[src/rtl/fifo_ram_param.sv]
// rtl/fifo_ram_param.sv - parameterised RAM-backed synchronous FIFO with registered read port
module fifo_ram_param #(
    parameter int DATA_WIDTH = 4,
    parameter int ADDR_WIDTH = 6,
    parameter int AF_TH      = 60,
    parameter int AE_TH      = 4
) (
    input  logic                  clk,
    input  logic                  reset_L,
    input  logic                  push,
    input  logic [DATA_WIDTH-1:0] data_in,
    input  logic                  pop,
    output logic [DATA_WIDTH-1:0] data_out,
    output logic                  valid_out,
    output logic [ADDR_WIDTH:0]   count,
    output logic                  full,
    output logic                  empty,
    output logic                  almost_full,
    output logic                  almost_empty,
    output logic                  err_overflow,
    output logic                  err_underflow
);

    localparam int DEPTH = 1 << ADDR_WIDTH;
    localparam logic [ADDR_WIDTH:0] DEPTH_C = (ADDR_WIDTH+1)'(DEPTH);
    localparam logic [ADDR_WIDTH:0] AF_C    = (ADDR_WIDTH+1)'(AF_TH);
    localparam logic [ADDR_WIDTH:0] AE_C    = (ADDR_WIDTH+1)'(AE_TH);

    logic [DATA_WIDTH-1:0] mem [DEPTH];

    logic [ADDR_WIDTH-1:0] wr_ptr_q, wr_ptr_d;
    logic [ADDR_WIDTH-1:0] rd_ptr_q, rd_ptr_d;
    logic [ADDR_WIDTH:0]   count_q, count_d;
    logic [DATA_WIDTH-1:0] data_out_q, data_out_d;
    logic                  valid_q, valid_d;
    logic                  err_ov_q, err_ov_d;
    logic                  err_un_q, err_un_d;
    logic                  push_ok, pop_ok;

    assign full         = (count_q == DEPTH_C);
    assign empty        = (count_q == '0);
    assign almost_full  = (count_q >= AF_C);
    assign almost_empty = (AE_TH >= 0) && (count_q <= AE_C);

    // A full FIFO still accepts a push when a pop frees a slot in the same cycle.
    assign push_ok = push && (!full || pop);
    assign pop_ok  = pop && !empty;

    always_comb begin
        wr_ptr_d   = wr_ptr_q;
        rd_ptr_d   = rd_ptr_q;
        count_d    = count_q;
        data_out_d = data_out_q;
        valid_d    = 1'b0;
        err_ov_d   = err_ov_q || (push && full && !pop);
        err_un_d   = err_un_q || (pop && empty);

        if (push_ok) begin
            wr_ptr_d = wr_ptr_q + 1'b1;
        end
        if (pop_ok) begin
            rd_ptr_d   = rd_ptr_q + 1'b1;
            data_out_d = mem[rd_ptr_q];
            valid_d    = 1'b1;
        end

        case ({push_ok, pop_ok})
            2'b10:   count_d = count_q + 1'b1;
            2'b01:   count_d = count_q - 1'b1;
            default: count_d = count_q;
        endcase
    end

    always_ff @(posedge clk or negedge reset_L) begin
        if (!reset_L) begin
            wr_ptr_q   <= '0;
            rd_ptr_q   <= '0;
            count_q    <= '0;
            data_out_q <= '0;
            valid_q    <= 1'b0;
            err_ov_q   <= 1'b0;
            err_un_q   <= 1'b0;
        end else begin
            wr_ptr_q   <= wr_ptr_d;
            rd_ptr_q   <= rd_ptr_d;
            count_q    <= count_d;
            data_out_q <= data_out_d;
            valid_q    <= valid_d;
            err_ov_q   <= err_ov_d;
            err_un_q   <= err_un_d;
        end
    end

    // Storage is never reset; only entries already written can reach data_out.
    always_ff @(posedge clk) begin
        if (push_ok) begin
            mem[wr_ptr_q] <= data_in;
        end
    end

    assign data_out      = data_out_q;
    assign valid_out     = valid_q;
    assign count         = count_q;
    assign err_overflow  = err_ov_q;
    assign err_underflow = err_un_q;

endmodule

[config.mk]
export PLATFORM = sky130hd
export DESIGN_NAME = fifo_ram_param
export DESIGN_NICKNAME = d
export VERILOG_FILES = /design/src/rtl/fifo_ram_param.sv
export SDC_FILE = /design/constraint.sdc
export NUM_CORES = 1
export LEC_CHECK = 0
export ABC_AREA = 0
export BUFFER_PORTS_ARGS = -buffer_cell sky130_fd_sc_hd__buf_4
export CORE_ASPECT_RATIO = 0.75
export CORE_UTILIZATION = 50
export CTS_BUF_LIST = sky130_fd_sc_hd__clkbuf_8 sky130_fd_sc_hd__clkbuf_16
export CTS_CLUSTER_SIZE = 16
export DETAILED_ROUTE_END_ITERATION = 16
export GPL_TIMING_DRIVEN = 0
export HOLD_SLACK_MARGIN = 0.12
export PLACE_DENSITY_LB_ADDON = 0.3
export SYNTH_ARGS = -nofsm -noshare
export SYNTH_HDL_FRONTEND = slang
export SYNTH_SLANG_ARGS = --single-unit
export TNS_END_PERCENT = 100
[constraint.sdc]
create_clock -name clk -period 7.8 [get_ports clk]
set_input_delay 1.56 -clock clk [delete_from_list [all_inputs] [get_ports clk]]
set_output_delay 1.56 -clock clk [all_outputs]
set_load 0.02 [all_outputs]
==> impl_metrics.tcl <==
set metrics [dict create \
    status "completed" \
    grt_max_degree 65 \
    drt_wl_total_um 25400 \
    cts-hold-fix-buffers 0 \
    clockBufferDepth 3 \
    grt_pass1_wl_um 37800 \
    first_iter_violations 804 \
    start_util_pct 51.6 \
    insertion_delay_ns 0.53 \
    fin_ws_ns 3.74 \
    worstPathArrival_ns 4.52 \
    hold_depth 1 \
    min_period_over_period_pct 52.1 \
    power.density_nw_per_um2 356 \
    cp_max_fo 9 \
    wl_per_cell_um 24.7 \
    synth_cell_types 49 \
    crit_type "flip-flop to flip-flop" \
    slew_violations 0 \
    setup_viol 0 \
    rsz0062_at_grt "no" \
    r2r-end "count[6]" \
    final-hold-violation-count 0 \
    ff2ff_path_depth 12 \
    dieArea_um2 23600 \
    synth_fp_nets 675 \
    htree_levels 1 \
    dp_cells 977 \
    seq_area_frac_synth_pct 72.5 \
    fp.dieH_um 133 \
    pre_cts_ws_ns 3.34 \
    grt_antenna_before_repair 0 \
    maxCapViolCount 0 \
    ir_worst_vdd_mv 0.214 \
    n_antenna_cell 0 \
    core_area_um2 22300 \
    p_leak_nw 4.39 \
    portBuffers 25 \
    synth_edf_count 256 \
    cts_sinks 282 \
    grt_usage_pct 22.1 \
    crit_required_ns 8.26 \
    ys_ff_latch 282 \
    post-route-min-period_ns 4.06 \
    whs_endpoint "err_underflow" \
    vias 6277 \
    detail-route-antenna-nets 0 \
    cts-root-buf "clkbuf_16" \
    avgSynthCellArea_um2 17.5 \
    finalClockSkew_ns 0.0108 \
    cts_resized 0 \
    fin_tns_setup_ns 0 \
    tightest_slew_ns 0.821 \
    rows 47 \
    worstReg2RegStart "count[3]" \
    final_layout_size_suffix_gt1_share_pct 17.2 \
    clkTransAtPathRegs_ns 0.06 \
    total_power_mw 4.60 \
    io_pins 26 \
    gr-total-overflow 0 \
    hp-start "err_underflow" \
    r2r_slack_ns 3.74 \
    dp_hpwl_um 16600 \
    die_x_um 177 \
    ys.flop_type "edfxtp_1" \
    grt_pass1_vias 6097 \
    cts-buffers-inserted 28 \
    fill_cells 1681 \
    avgViaCountPerCell 6.11 \
    nets 730 \
    synthToLayoutAreaGrowth_pct 12.4 \
    fmax_ghz 0.246 \
    critical_path.startpoint_type "flip-flop" \
    async_flop_share_pct 9.22 \
    hold_path_class "flip-flop to flip-flop" \
    cts_tree "done" \
    ys_warn_count 0 \
    drc 0 \
    crit_path_end_kind "flip-flop" \
    postCtsSetupBuffers 0 \
    hold_ws_ns 0.454 \
    slew_headroom_pct 45.1 \
    place_congestion 0.929 \
    first_pass_iters 5 \
    fin_cells 1027 \
    syn_area_um2 11500 \
    synthCells 658 \
]
routing by layer:
layer	vias up	share of wire (%)	wire length, µm	track usage, %
li1	2720	-	-	-
met1	3192	44	11300	34.2
met2	328	43	11000	31.5
met3	37	11	2700	5.59
met4	0	1.5	378	5.03
met5	-	0	0	0
sequential cells by signal, indices dropped and copies added, names as in the netlist:
signal / flops
err_underflow: 1
rd_ptr_q: 6
mem: 256
valid_out: 1
data_out: 4
err_overflow: 1
count: 7
wr_ptr_q: 6
metrics by stage:
| step | instance area, µm² | util [%] |
|---|---|---|
| 5_1_grt | 12900 | 58.0 |
| 4_1_cts | 12900 | 58.0 |
| 6_report | 12900 | 58.0 |
| 3_3_place_gp | 12100 | 54.1 |
| 3_5_place_dp | 12100 | 54.1 |
| 2_1_floorplan | 11500 | - |
worst max-delay path, cell delays in order, from the launching register on:
cell and delay, ns:
dfrtp_1 0.43, nor3_1 0.43, nand2_1 0.16, o21ai_2 0.46, clkinv_1 0.47, ha_1 0.44, ha_1 0.35, nor2b_1 0.14
o21ai_0 0.18, a21boi_0 0.18, or4_1 0.52, nand3_1 0.12, xnor2_1 0.11
power by group:
group	switching, mW	total, mW	internal [mW]
Sequential	0.0828	1.85	1.76
Combinational	0.878	1.47	0.592
Clock	0.549	1.29	0.736
Total	1.51	4.60	3.09
cells in the mapped netlist, types with 7 or more instances:
cell	n	share of area, %
a21oi_1	17	0.74
buf_2	10	0.44
clkbuf_1	10	0.33
dfrtp_1	26	5.7
edfxtp_1	256	67
ha_1	8	0.87
inv_1	12	0.39
mux2i_1	36	3.1
mux4_1	13	3.0
mux4_2	38	7.4
nand2_1	35	1.1
nand3_1	9	0.39
nor2_1	78	2.5
nor2b_1	7	0.38
o21ai_0	15	0.65
o22ai_1	7	0.38
xnor2_1	12	0.91
how the worst max path moves through the flow:
stage | startpoint | end | slack [ns] | cells past startpoint
global placement | pop | count[6] | 3.38 | 11
floorplan | pop | count[6] | 4.04 | 10
global route | count[3] | count[6] | 3.42 | 12
detailed placement | pop | count[6] | 3.34 | 11
finish | count[3] | count[6] | 3.74 | 12
CTS | count[3] | count[6] | 3.74 | 12
cells in the final DEF, fill, tap and decap left out, types with 5 or more instances in the layout:
cell       instances
ha_1               8
a2111oi_0          5
inv_1             19
a221oi_1           5
clkinv_1           5
buf_4             31
o22ai_1            7
mux4_1            13
mux4_2            38
nor2b_1            7
clkinv_2           6
mux2i_1           36
nand2_1           35
dfrtp_1           26
nor2_1            78
o21ai_0           15
buf_2             10
a211oi_1           5
clkbuf_16         29
edfxtp_1         256
a21oi_1           17
nand3_1            9
clkbuf_1          10
xnor2_1           12
final cells by class:
type	instances	area, µm²	share of cell area, %
Buffer	33	181	1.40
Clock buffer	29	726	5.61
Clock inverter	21	150	1.16
Inverter	13	48.8	0.377
Multi-Input combinational cell	330	2930	22.7
Sequential cell	282	8340	64.5
Tap cell	294	368	2.85
Timing Repair Buffer	25	188	1.45
cell families after synthesis:
family	share of synthesized area (%)
flops	72.5
buf+inv	2.00
xor+xnor	1.14
fa+ha+maj	1.04
compound gates	4.16
mux	13.6
simple gates	5.48
Power figures use the tool's default switching activity.
